$ cat src/rtl/lr35902_intc_if.sv
// Bus and CPU-side signal bundle for the LR35902 interrupt controller.
// The slave modport is the controller; the master modport is the bus/CPU side.
interface lr35902_intc_if #(
  parameter int unsigned NUM_IRQ = 5
);
  logic [7:0]         dout;
  logic [7:0]         din;
  logic               adr;
  logic               read;
  logic               write;
  logic [NUM_IRQ-1:0] irq_in;
  logic               int_req;
  logic [7:0]         int_vec;
  logic               int_ack;

  modport master (
    input  dout, int_req, int_vec,
    output din, adr, read, write, irq_in, int_ack
  );

  modport slave (
    output dout, int_req, int_vec,
    input  din, adr, read, write, irq_in, int_ack
  );
endinterface

$ cat src/rtl/lr35902_intc.sv
// LR35902 interrupt controller: IF/IE registers on the strobe bus, and a
// lowest-index-first request/vector to the CPU with flag clear on acknowledge.
module lr35902_intc #(
  parameter int unsigned NUM_IRQ  = 5,
  parameter logic [7:0]  VEC_BASE = 8'h40
) (
  input logic            clk,
  input logic            reset,
  lr35902_intc_if.slave  bus
);
  localparam int unsigned IDX_W = $clog2(NUM_IRQ);

  logic [NUM_IRQ-1:0] if_q, if_nxt;
  logic [7:0]         ie_q, ie_nxt;
  logic [7:0]         dout_q;
  logic               wr_pend;
  logic               r_adr;
  logic [7:0]         r_din;
  logic               read_d;
  logic               write_d;

  logic [NUM_IRQ-1:0] pend;
  logic [IDX_W-1:0]   idx;

  assign pend = if_q & ie_q[NUM_IRQ-1:0];

  // Scan high to low so the lowest pending index wins.
  always_comb begin
    idx = '0;
    for (int i = int'(NUM_IRQ) - 1; i >= 0; i--) begin
      if (pend[i]) idx = IDX_W'(i);
    end
  end

  assign bus.int_req = |pend;
  assign bus.int_vec = VEC_BASE + 8'({idx, 3'b000});
  assign bus.dout    = dout_q;

  // Write lands first, then the ack clears, then new requests OR in on top.
  always_comb begin
    if_nxt = if_q;
    ie_nxt = ie_q;
    if (wr_pend) begin
      if (r_adr) ie_nxt = r_din;
      else       if_nxt = r_din[NUM_IRQ-1:0];
    end
    if (bus.int_ack && (|pend)) if_nxt[idx] = 1'b0;
    if_nxt = if_nxt | bus.irq_in;
  end

  always_ff @(posedge clk or posedge reset) begin
    if (reset) begin
      if_q    <= '0;
      ie_q    <= '0;
      dout_q  <= '0;
      wr_pend <= 1'b0;
      r_adr   <= 1'b0;
      r_din   <= '0;
      read_d  <= 1'b0;
      write_d <= 1'b0;
    end else begin
      read_d  <= bus.read;
      write_d <= bus.write;
      if_q    <= if_nxt;
      ie_q    <= ie_nxt;
      if (bus.read && !read_d) begin
        dout_q <= bus.adr ? ie_q : {{(8 - NUM_IRQ){1'b1}}, if_q};
      end
      // Capture on the write falling edge; commit one edge later.
      if (write_d && !bus.write) begin
        r_adr   <= bus.adr;
        r_din   <= bus.din;
        wr_pend <= 1'b1;
      end else begin
        wr_pend <= 1'b0;
      end
    end
  end
endmodule

$ cat src/flat_wrapper.sv
// flat-port wrapper written by rule: the top's interface ports become plain ports
module lr35902_intc_flat 
#(
  parameter int unsigned NUM_IRQ  = 5,
  parameter logic [7:0]  VEC_BASE = 8'h40
)
  (clk, reset, bus_dout, bus_int_req, bus_int_vec, bus_din, bus_adr, bus_read, bus_write, bus_irq_in, bus_int_ack);
  lr35902_intc_if #(.NUM_IRQ(NUM_IRQ)) bus_i ();
  input logic clk;
  input logic reset;
  output wire logic [$bits(bus_i.dout)-1:0] bus_dout;
  output wire logic [$bits(bus_i.int_req)-1:0] bus_int_req;
  output wire logic [$bits(bus_i.int_vec)-1:0] bus_int_vec;
  input wire logic [$bits(bus_i.din)-1:0] bus_din;
  input wire logic [$bits(bus_i.adr)-1:0] bus_adr;
  input wire logic [$bits(bus_i.read)-1:0] bus_read;
  input wire logic [$bits(bus_i.write)-1:0] bus_write;
  input wire logic [$bits(bus_i.irq_in)-1:0] bus_irq_in;
  input wire logic [$bits(bus_i.int_ack)-1:0] bus_int_ack;
  assign bus_dout = bus_i.dout;
  assign bus_int_req = bus_i.int_req;
  assign bus_int_vec = bus_i.int_vec;
  assign bus_i.din = bus_din;
  assign bus_i.adr = bus_adr;
  assign bus_i.read = bus_read;
  assign bus_i.write = bus_write;
  assign bus_i.irq_in = bus_irq_in;
  assign bus_i.int_ack = bus_int_ack;
  lr35902_intc #(.NUM_IRQ(NUM_IRQ), .VEC_BASE(VEC_BASE)) u_core (.clk(clk), .reset(reset), .bus(bus_i));
endmodule
$ cat config.mk
export PLATFORM = sky130hd
export DESIGN_NAME = lr35902_intc_flat
export DESIGN_NICKNAME = d
export VERILOG_FILES = /design/src/rtl/lr35902_intc_if.sv /design/src/rtl/lr35902_intc.sv /design/src/flat_wrapper.sv
export SDC_FILE = /design/constraint.sdc
export NUM_CORES = 1
export LEC_CHECK = 0
export ABC_AREA = 1
export ABC_CLOCK_PERIOD_IN_PS = 1300
export CAP_MARGIN = 5
export CORE_ASPECT_RATIO = 1.2
export CORE_MARGIN = 2
export CORE_UTILIZATION = 51
export CTS_BUF_LIST = sky130_fd_sc_hd__clkbuf_8
export CTS_CLUSTER_SIZE = 28
export DETAILED_ROUTE_END_ITERATION = 6
export GPL_ROUTABILITY_DRIVEN = 0
export PLACE_DENSITY_LB_ADDON = 0.08
export SLEW_MARGIN = 20
export SYNTH_ARGS = -nofsm -noshare
export SYNTH_HDL_FRONTEND = slang
export SYNTH_SLANG_ARGS = --single-unit
export TNS_END_PERCENT = 1
$ cat constraint.sdc
create_clock -name clk -period 1.3 [get_ports clk]
set_input_delay 0.26 -clock clk [delete_from_list [all_inputs] [get_ports clk]]
set_output_delay 0.26 -clock clk [all_outputs]
set_load 0.05 [all_outputs]
After elaboration in Yosys (flattened, before gate mapping)
Cells that the tools add are included.
{ "totals": {"register_bits": 33, "wordCells": 35, "inputBits": 19} }
{ "op_classes": {"n_addsub": 1, "bitwise": 4, "reduce_logical": 8, "mux": 12, "order_cmp": 2} }
{ "ops": {"columns": ["op", "count"], "rows": [
  ["3-bit 2-to-1 mux", 5],
  ["5-bit 2-to-1 mux", 3],
  ["5-bit bitwise AND", 2],
  ["7-bit by 6-bit adder with 8-bit output, first input constant", 1],
  ["8-bit 2-to-1 mux", 1],
  ["5-bit NOT", 1],
  ["5-bit OR", 1],
  ["5-bit OR reduction", 1],
  ["1-bit logical AND", 4],
  ["3-bit by 4-bit less-than comparator with 1-bit output, second input constant", 1],
  ["1-bit demux with 3-bit select", 1],
  ["3-bit by 1-bit >= comparator with 1-bit output, second input constant", 1],
  ["1-bit zero test", 2],
  ["1-bit 2-to-1 mux", 2],
  ["2-bit AND reduction", 1]
]} }

Depth between registers and ports, before layout
Gate-level depths: netlist of run 1.
{ "depth": {"depth_word": 14, "mapped_depth": 8} }

Least setup slack after synthesis of run 1
Ideal clock, no wire load.
{ "synth_timing": {"path_type": "register to register", "start": "register u_core.if_q[1]", "end": "register u_core.if_q[3]", "setup_slack_ns": -0.194, "setup_ns": 0.121, "stages_incl_launch_ff": 7, "t_required_ns": 1.179, "arrival_ns": 1.374, "synth_period_minus_slack_ns": 1.494, "path_cell_list": "dfrtp_1 > nand2_4 > nand2_4 > a21oi_2 > nand3_1 > o21ai_1 > nand2_1"} }
{ "synth_via": {"elab_chain_len": 11, "word_cells_on_any_way": 14} }
{ "synth_rtl": {"columns": ["item", "line_no", "text"], "rows": [
  ["start: declaration", "lr35902_intc.sv:13", "logic [NUM_IRQ-1:0] if_q, if_nxt;"],
  ["start signal: assignment", "lr35902_intc.sv:64", "if_q <= if_nxt;"],
  ["5-bit bitwise AND (*)", "lr35902_intc.sv:25", "assign pend = if_q & ie_q[NUM_IRQ-1:0];"],
  ["3-bit 2-to-1 mux (2 in a row)", "lr35902_intc.sv:31", "if (pend[i]) idx = IDX_W'(i);"],
  ["3-bit by 4-bit less-than comparator with 1-bit output (not written as such) or 3-bit by 1-bit >= comparator with 1-bit output (tied branches)", "lr35902_intc.sv:47", "if (bus.int_ack && (|pend)) if_nxt[idx] = 1'b0;"],
  ["1-bit logical AND (not written as such)", "lr35902_intc.sv:47", null],
  ["1-bit 2-to-1 mux (not written as such)", "lr35902_intc.sv:47", null],
  ["1-bit demux with 3-bit select", null, null],
  ["5-bit NOT (no line)", null, null],
  ["5-bit bitwise AND (no line)", null, null],
  ["5-bit 2-to-1 mux (*)", "lr35902_intc.sv:47", null],
  ["5-bit OR (*)", "lr35902_intc.sv:48", "if_nxt = if_nxt | bus.irq_in;"],
  ["named net u_core.if_nxt[3]", "lr35902_intc.sv:13", null]
]} }
Mark *: on every way through the listed nets, which the timed path passes. The rest lies on a longest branch.
A chain may end at the register's enable or synchronous reset.

Worst setup path after layout of run 1
{ "layout_timing": {"start": "register u_core.ie_q[3]", "end": "output port bus_int_vec[3]"} }
{ "layout_via": {"elab_chain_len": 6} }
{ "layout_rtl": {"columns": ["item", "line_no", "text"], "rows": [
  ["start: declaration", "lr35902_intc.sv:14", "logic [7:0] ie_q, ie_nxt;"],
  ["start signal: assignment", "lr35902_intc.sv:65", "ie_q <= ie_nxt;"],
  ["5-bit bitwise AND", "lr35902_intc.sv:25", null],
  ["3-bit 2-to-1 mux (4 in a row)", "lr35902_intc.sv:31", null],
  ["7-bit by 6-bit adder with 8-bit output", "lr35902_intc.sv:36", "assign bus.int_vec = VEC_BASE + 8'({idx, 3'b000});"],
  ["end: declaration", "flat_wrapper.sv:13", "output wire logic [$bits(bus_i.int_vec)-1:0] bus_int_vec;"]
]} }
No other way between the ends.

==> results of run 1 <==
[power groups by stage]
stage               Clock [uW]  Sequential, uW  Combinational, uW
floorplan                    0            1490                788
global placement             0            1360               1570
detailed placement           0            1370               1610
CTS                        702            1350               1670
global route               770            1370               1890
finish                     694            1350               1760
[cell families (layout without fill, tap and decap cells)]
group | Yosys count | count (layout) | share of synthesized area [%]
compound gates | 37 | 37 | 14.3
buf+inv | 31 | 82 | 9.05
flops | 33 | 33 | 53.8
other cells | 2 | 5 | 0.490
simple gates | 72 | 72 | 22.3
[per-layer routing]
metal / GRT usage, % / part of all wire, % / vias to the layer above
met5: 0 / 0 / -
met4: 8.75 / 2.7 / 0
met3: 6.31 / 6.2 / 12
met2: 35.1 / 50 / 50
met1: 26.1 / 41 / 620
li1: - / - / 642
[cell type report]
class	count	share of cell area, %
Clock buffer	5	3.10
Multi-Input combinational cell	114	27.0
Tap cell	34	1.92
Sequential cell	33	37.2
Inverter	23	4.06
Timing Repair Buffer	51	26.2
Clock inverter	3	0.508
[synth_stat cells]
master    number  area [um2]
nand2_1       45         169
dfrtp_1       33         826
inv_1         21        78.8
o21ai_0       17        85.1
nor2_1        11        41.3
o21ai_1        8        40.0
nand2_2        6        37.5
a31oi_1        5        31.3
buf_4          5        37.5
nand2_4        4        45.0
a21oi_1        3        15.0
buf_2          3        15.0
nor2_4         3        33.8
conb_1         2        7.51
inv_2          2        7.51
nand3_1        2        10.0
o21bai_2       2        22.5
a21oi_2        1        8.76
a21oi_4        1        16.3
nand4_1        1        6.26
[metrics by stage]
step           total power, uW  instances  TNS [ns]
2_1_floorplan             2280        178   -0.0270
3_3_place_gp              2930        247    -0.126
3_5_place_dp              2980        247    -0.933
4_1_cts                   3730        258    -0.899
5_1_grt                   4020        263     -1.47
6_report                  3800        263    -0.999
[sequential cells by signal (all words and copies together), names as in the netlist]
| register | count |
|---|---|
| u_core.r_din | 8 |
| u_core.write_d | 1 |
| u_core.bus.dout | 8 |
| u_core.if_q | 5 |
| u_core.r_adr | 1 |
| u_core.read_d | 1 |
| u_core.wr_pend | 1 |
| u_core.ie_q | 8 |
[worst min-delay path, stage by stage]
cell and delay (ns):
clkdlybuf4s50_1 0.40, inv_1 0.09, buf_12 0.21
[how the worst min path moves through the flow]
| stage | startpoint | slack [ns] | end |
|---|---|---|---|
| finish | reset | 0.32 | u_core.bus.dout[6] |
| global route | reset | 0.36 | u_core.if_q[0] |
| CTS | reset | 0.34 | u_core.if_q[3] |
| detailed placement | u_core.ie_q[5] | 0.48 | u_core.ie_q[5] |
| global placement | u_core.ie_q[6] | 0.47 | u_core.ie_q[6] |
| floorplan | bus_read | 0.29 | u_core.read_d |
[repair_timing]
action / 4_1_cts / 5_1_grt
buffers inserted: 3 / 5
endpoints found under the setup margin: 4 / 7
pin swaps: 1 / 5
hold buffers: 0 / 0
gates resized for setup: 2 / 2
==> metrics.cfg, run 1 <==
[worst_setup_path]
reg2regPathDepth=7
crit_start=u_core.ie_q[3]
path_class=register to output pin
critPathMaxStageDelay_ns=0.39
r2r_end=u_core.if_q[3]
worstPathRequired_ns=1.04
crit_arrival_ns=1.32
cp_top_family=flip-flops
start_kind=register
end_kind=output pin
cp_slowest_cell=dfrtp_1
reg2reg_slack_ns=0.01
cp_max_fo=2
crit_path_frequent_cell=nand2_2
r2r_start=u_core.ie_q[1]
crit_end=bus_int_vec[3]
path_cells=nand2_2 -> buf_4 -> inv_2 -> nand2_2 -> a21oi_4 -> buf_12
crit_buf_inv=3
path_depth=6

[placement]
pre_cts_ws_ns=-0.130
placed_area_um2=2060
place_hpwl_um=2390
port-buffer-count=30

[hold_path]
min_path_type=input port to async pin

[pwr]
switching_power_uw=1440
pwr-share-seq_pct=35.6
switching_share_pct=37.8
p_int_uw=2360
power_density_nw_per_um2=1710
p_leak_uw=0.00109
combinationalPowerShare_pct=46.2
power.clock.fraction_pct=18.2
vdd_drop_max_uv=1230

[cts]
cts_root_buffer=clkbuf_8
cts.clk_slew.worst_paths_ns=0.06
numCtsBuffers=5
cts_tree=done
insertion_delay_ns=0.28
clock_path_buffers=2
clock_sinks=33
cts.htree.levels=2

[global_routing]
grt_use_total_pct=21.6
antenna_found_initial=0
grt_max_degree=34
grt_overflow=0
grt_pass1_vias=1295
grt_first_pass_wirelength_um=5440

[timing]
finalHoldViolCount=0
setup_slack_ns=-0.282
skew_ns=0.00292
fin_hold_ws_ns=0.322
fin_crit_ns=1.58
fmax_mhz=632
drv_slew=0
finalSetupViolations=4
rsz0062_at_grt=yes
finalCritPeriodShare_pct=122

[routing]
first_pass_iters=4
vias=1324
routed_wirelength_um=3330
drc=0
ant_nets=0
drtIter0Drc=29
viasPerCell=5.03
wl_per_cell_um=12.6

[final_layout]
final_common_cell=nand2_1
n_antenna_cell=0
final_cell_mix=44 x nand2_1, 33 x dfrtp_1, 23 x inv_1
fillCellCount=196
multi_input_area_um2=598
syn_to_final_growth_pct=44.6
nets=247
regArea_um2=826
final_core_util_pct=78.2
drive_gt1_share_pct=26.6
fin_area_um2=2220

[synth]
synth_warnings=0
synthCells=175
synthesis.area_um2=1530
postSynthRegisterBits=33
synth.distinct_cells=20
ys_seq_area_share_pct=53.8
avgSynthCellArea_um2=8.77

[outcome]
violations=negative setup slack
status=complete, but fails checks

[die]
ios=36
start_util_pct=54.1
rows=21
core_um2=2840
die_h_um=64.1
fp.dieArea_um2=3460
die_width_um=54.1

[flow_run]
drv_cap=0

Power figures use the tool's default switching activity.
==> run 2, diff against run 1 <==
--- a/constraint.sdc
+++ b/constraint.sdc
@@ -3,2 +3,2 @@
 set_output_delay 0.26 -clock clk [all_outputs]
-set_load 0.05 [all_outputs]
+set_load 0.005 [all_outputs]
==> metrics.cfg, run 2 (synthesis results as in run 1) <==
[outcome]
status=complete, but fails checks
violations=negative setup slack

[global_routing]
grt_pass1_vias=1368  ; +5.6%
grt_first_pass_wirelength_um=6310  ; +16%
antenna_found_initial=0  ; unchanged
grt_use_total_pct=25.9  ; +4.4 points
grt_overflow=0  ; unchanged
grt_max_degree=34  ; unchanged

[final_layout]
syn_to_final_growth_pct=45.9
n_antenna_cell=0  ; unchanged
fin_cells=274  ; +4.2%
drive_gt1_share_pct=26.3  ; -0.39 points
fin_area_um2=2240  ; +0.90%
nets=258  ; +4.5%
final_cell_mix=44 x nand2_1, 33 x dfrtp_1, 23 x buf_4
final_common_cell=nand2_1

[routing]
vias=1417  ; +7.0%
first_pass_iters=4  ; unchanged
drtIter0Drc=41  ; +41%
routed_wirelength_um=4040  ; +21%
wl_per_cell_um=14.7  ; +17%
ant_nets=0  ; unchanged
viasPerCell=5.17  ; +2.7%
drc=0  ; unchanged

[pwr]
vdd_drop_max_uv=1350  ; +10%
report.power.total_uw=3700  ; -2.7%
power_density_nw_per_um2=1650  ; -3.6%
p_leak_uw=0.00112  ; +2.7%

[worst_setup_path]
start_kind=register
r2r_start=u_core.ie_q[3]
end_kind=output pin
cp_max_fo=3  ; +1
reg2regPathDepth=9  ; +2
cp_slowest_cell=dfrtp_1
critPathMaxStageDelay_ns=0.40  ; about the same
path_class=register to output pin
cp_top_family=flip-flops
reg2reg_slack_ns=-0.15  ; -0.16 ns
path_cells=nand2_2 -> nand2_2 -> nor2_4 -> buf_6 -> nand2_4 -> buf_6
r2r_end=u_core.if_q[4]
crit_arrival_ns=1.27  ; -0.05 ns
worstPathRequired_ns=1.04  ; about the same
crit_buf_inv=2  ; -1

[hold_path]
min_path_type=input port to async pin

[cts]
cts_root_buffer=clkbuf_8
cts.htree.levels=2  ; unchanged
clock_path_buffers=2  ; unchanged
cts-hold-fix-buffers=0  ; unchanged
clock_sinks=33  ; unchanged
insertion_delay_ns=0.28  ; about the same
numCtsBuffers=5  ; unchanged
cts_tree=done
cts.clk_slew.worst_paths_ns=0.07  ; about the same

[timing]
finalHoldViolCount=0  ; unchanged
fmax_mhz=653  ; +3.4%
fin_hold_ws_ns=0.321  ; -0.00129 ns
fin_crit_ns=1.53  ; -0.0516 ns
relSlewSlack_pct=66.0
skew_ns=0.00479  ; +0.00187 ns
finalSetupViolations=9  ; +5
drv_slew=0  ; unchanged
setup_slack_ns=-0.231  ; +0.0516 ns
tightestPinTransition_ns=0.509
rsz0062_at_grt=yes
finalCritPeriodShare_pct=118  ; -4.0 points

[placement]
placed_area_um2=2030  ; -1.5%
numPlacedInstances=257  ; +4.0%
place_hpwl_um=2430  ; +1.6%
port-buffer-count=30  ; unchanged

[die]
rows=21  ; unchanged
core_um2=2840  ; unchanged
ios=36  ; unchanged
die_h_um=64.1  ; unchanged
fp.dieArea_um2=3460  ; unchanged
die_width_um=54.1  ; unchanged
start_util_pct=54.1  ; unchanged

[flow_run]
drv_cap=0  ; unchanged

[run 2: layer usage]
metal,part of all wire [%],track usage (%),up-vias
met4,3.0,12.2,0
met5,0,0,-
met1,37,29.1,669
met3,5.7,8.64,16
met2,54,43.0,62
li1,-,-,670
[run 2: through the flow]
stage,utilization (%),setup TNS [ns],worst slack [ns]
floorplan,-,0,0.215
global placement,71.6,-0.765,-0.212
detailed placement,71.6,-1.12,-0.248
CTS,77.6,-1.15,-0.204
global route,78.9,-1.76,-0.280
finish,78.9,-1.29,-0.231
[run 2: what timing repair did]
| action | 4_1_cts | 5_1_grt |
|---|---|---|
| endpoints found under the setup margin | 15 | 9 |
| buffers inserted | 9 | 1 |
| gates resized for setup | 28 | 8 |
| pin swaps | 10 | 10 |
[run 2: worst reg2reg max path, cell delays in order (launching register included)]
cell     delay [ns]
dfrtp_1        0.40
nand2_2        0.12
nand2_2        0.08
nor2_4         0.13
nand2_2        0.07
buf_6          0.12
buf_6          0.11
buf_6          0.10
nand4_1        0.11
nand3_1        0.10
[run 2: where the power goes]
group          switching [uW]  total, uW  leakage [uW]  internal, uW
clock                     365        982     0.0000626           617
sequential                103       1310      0.000384          1210
combinational             684       1410      0.000676           724
[run 2: final cells by class]
type / instances / area [um2]
flip-flops and latches: 33 / 826
well taps: 34 / 42.5
repair buffers: 62 / 568
clock buffers: 6 / 82.6
multi-input cells: 114 / 597
inverters: 23 / 88.8
clock inverters: 2 / 33.8
fillers: 197 / 599
[run 2: worst max-delay path by stage]
stage                    from              to  slack, ns  cells past startpoint
5_1_grt        u_core.ie_q[3]     bus_int_req      -0.28                      6
4_1_cts        u_core.ie_q[1]     bus_int_req      -0.20                      6
3_5_place_dp   u_core.ie_q[3]  bus_int_vec[5]      -0.25                      6
6_report       u_core.ie_q[3]     bus_int_req      -0.23                      6
2_1_floorplan  u_core.ie_q[2]  bus_int_vec[5]       0.21                      5
3_3_place_gp   u_core.ie_q[3]  bus_int_vec[5]      -0.21                      6
==> run 3, diff against run 2 <==
Settings changed: GPL_ROUTABILITY_DRIVEN 0 to default.
==> results of run 3 <==
Final layout, timing and power as in run 2 (identical DEF).
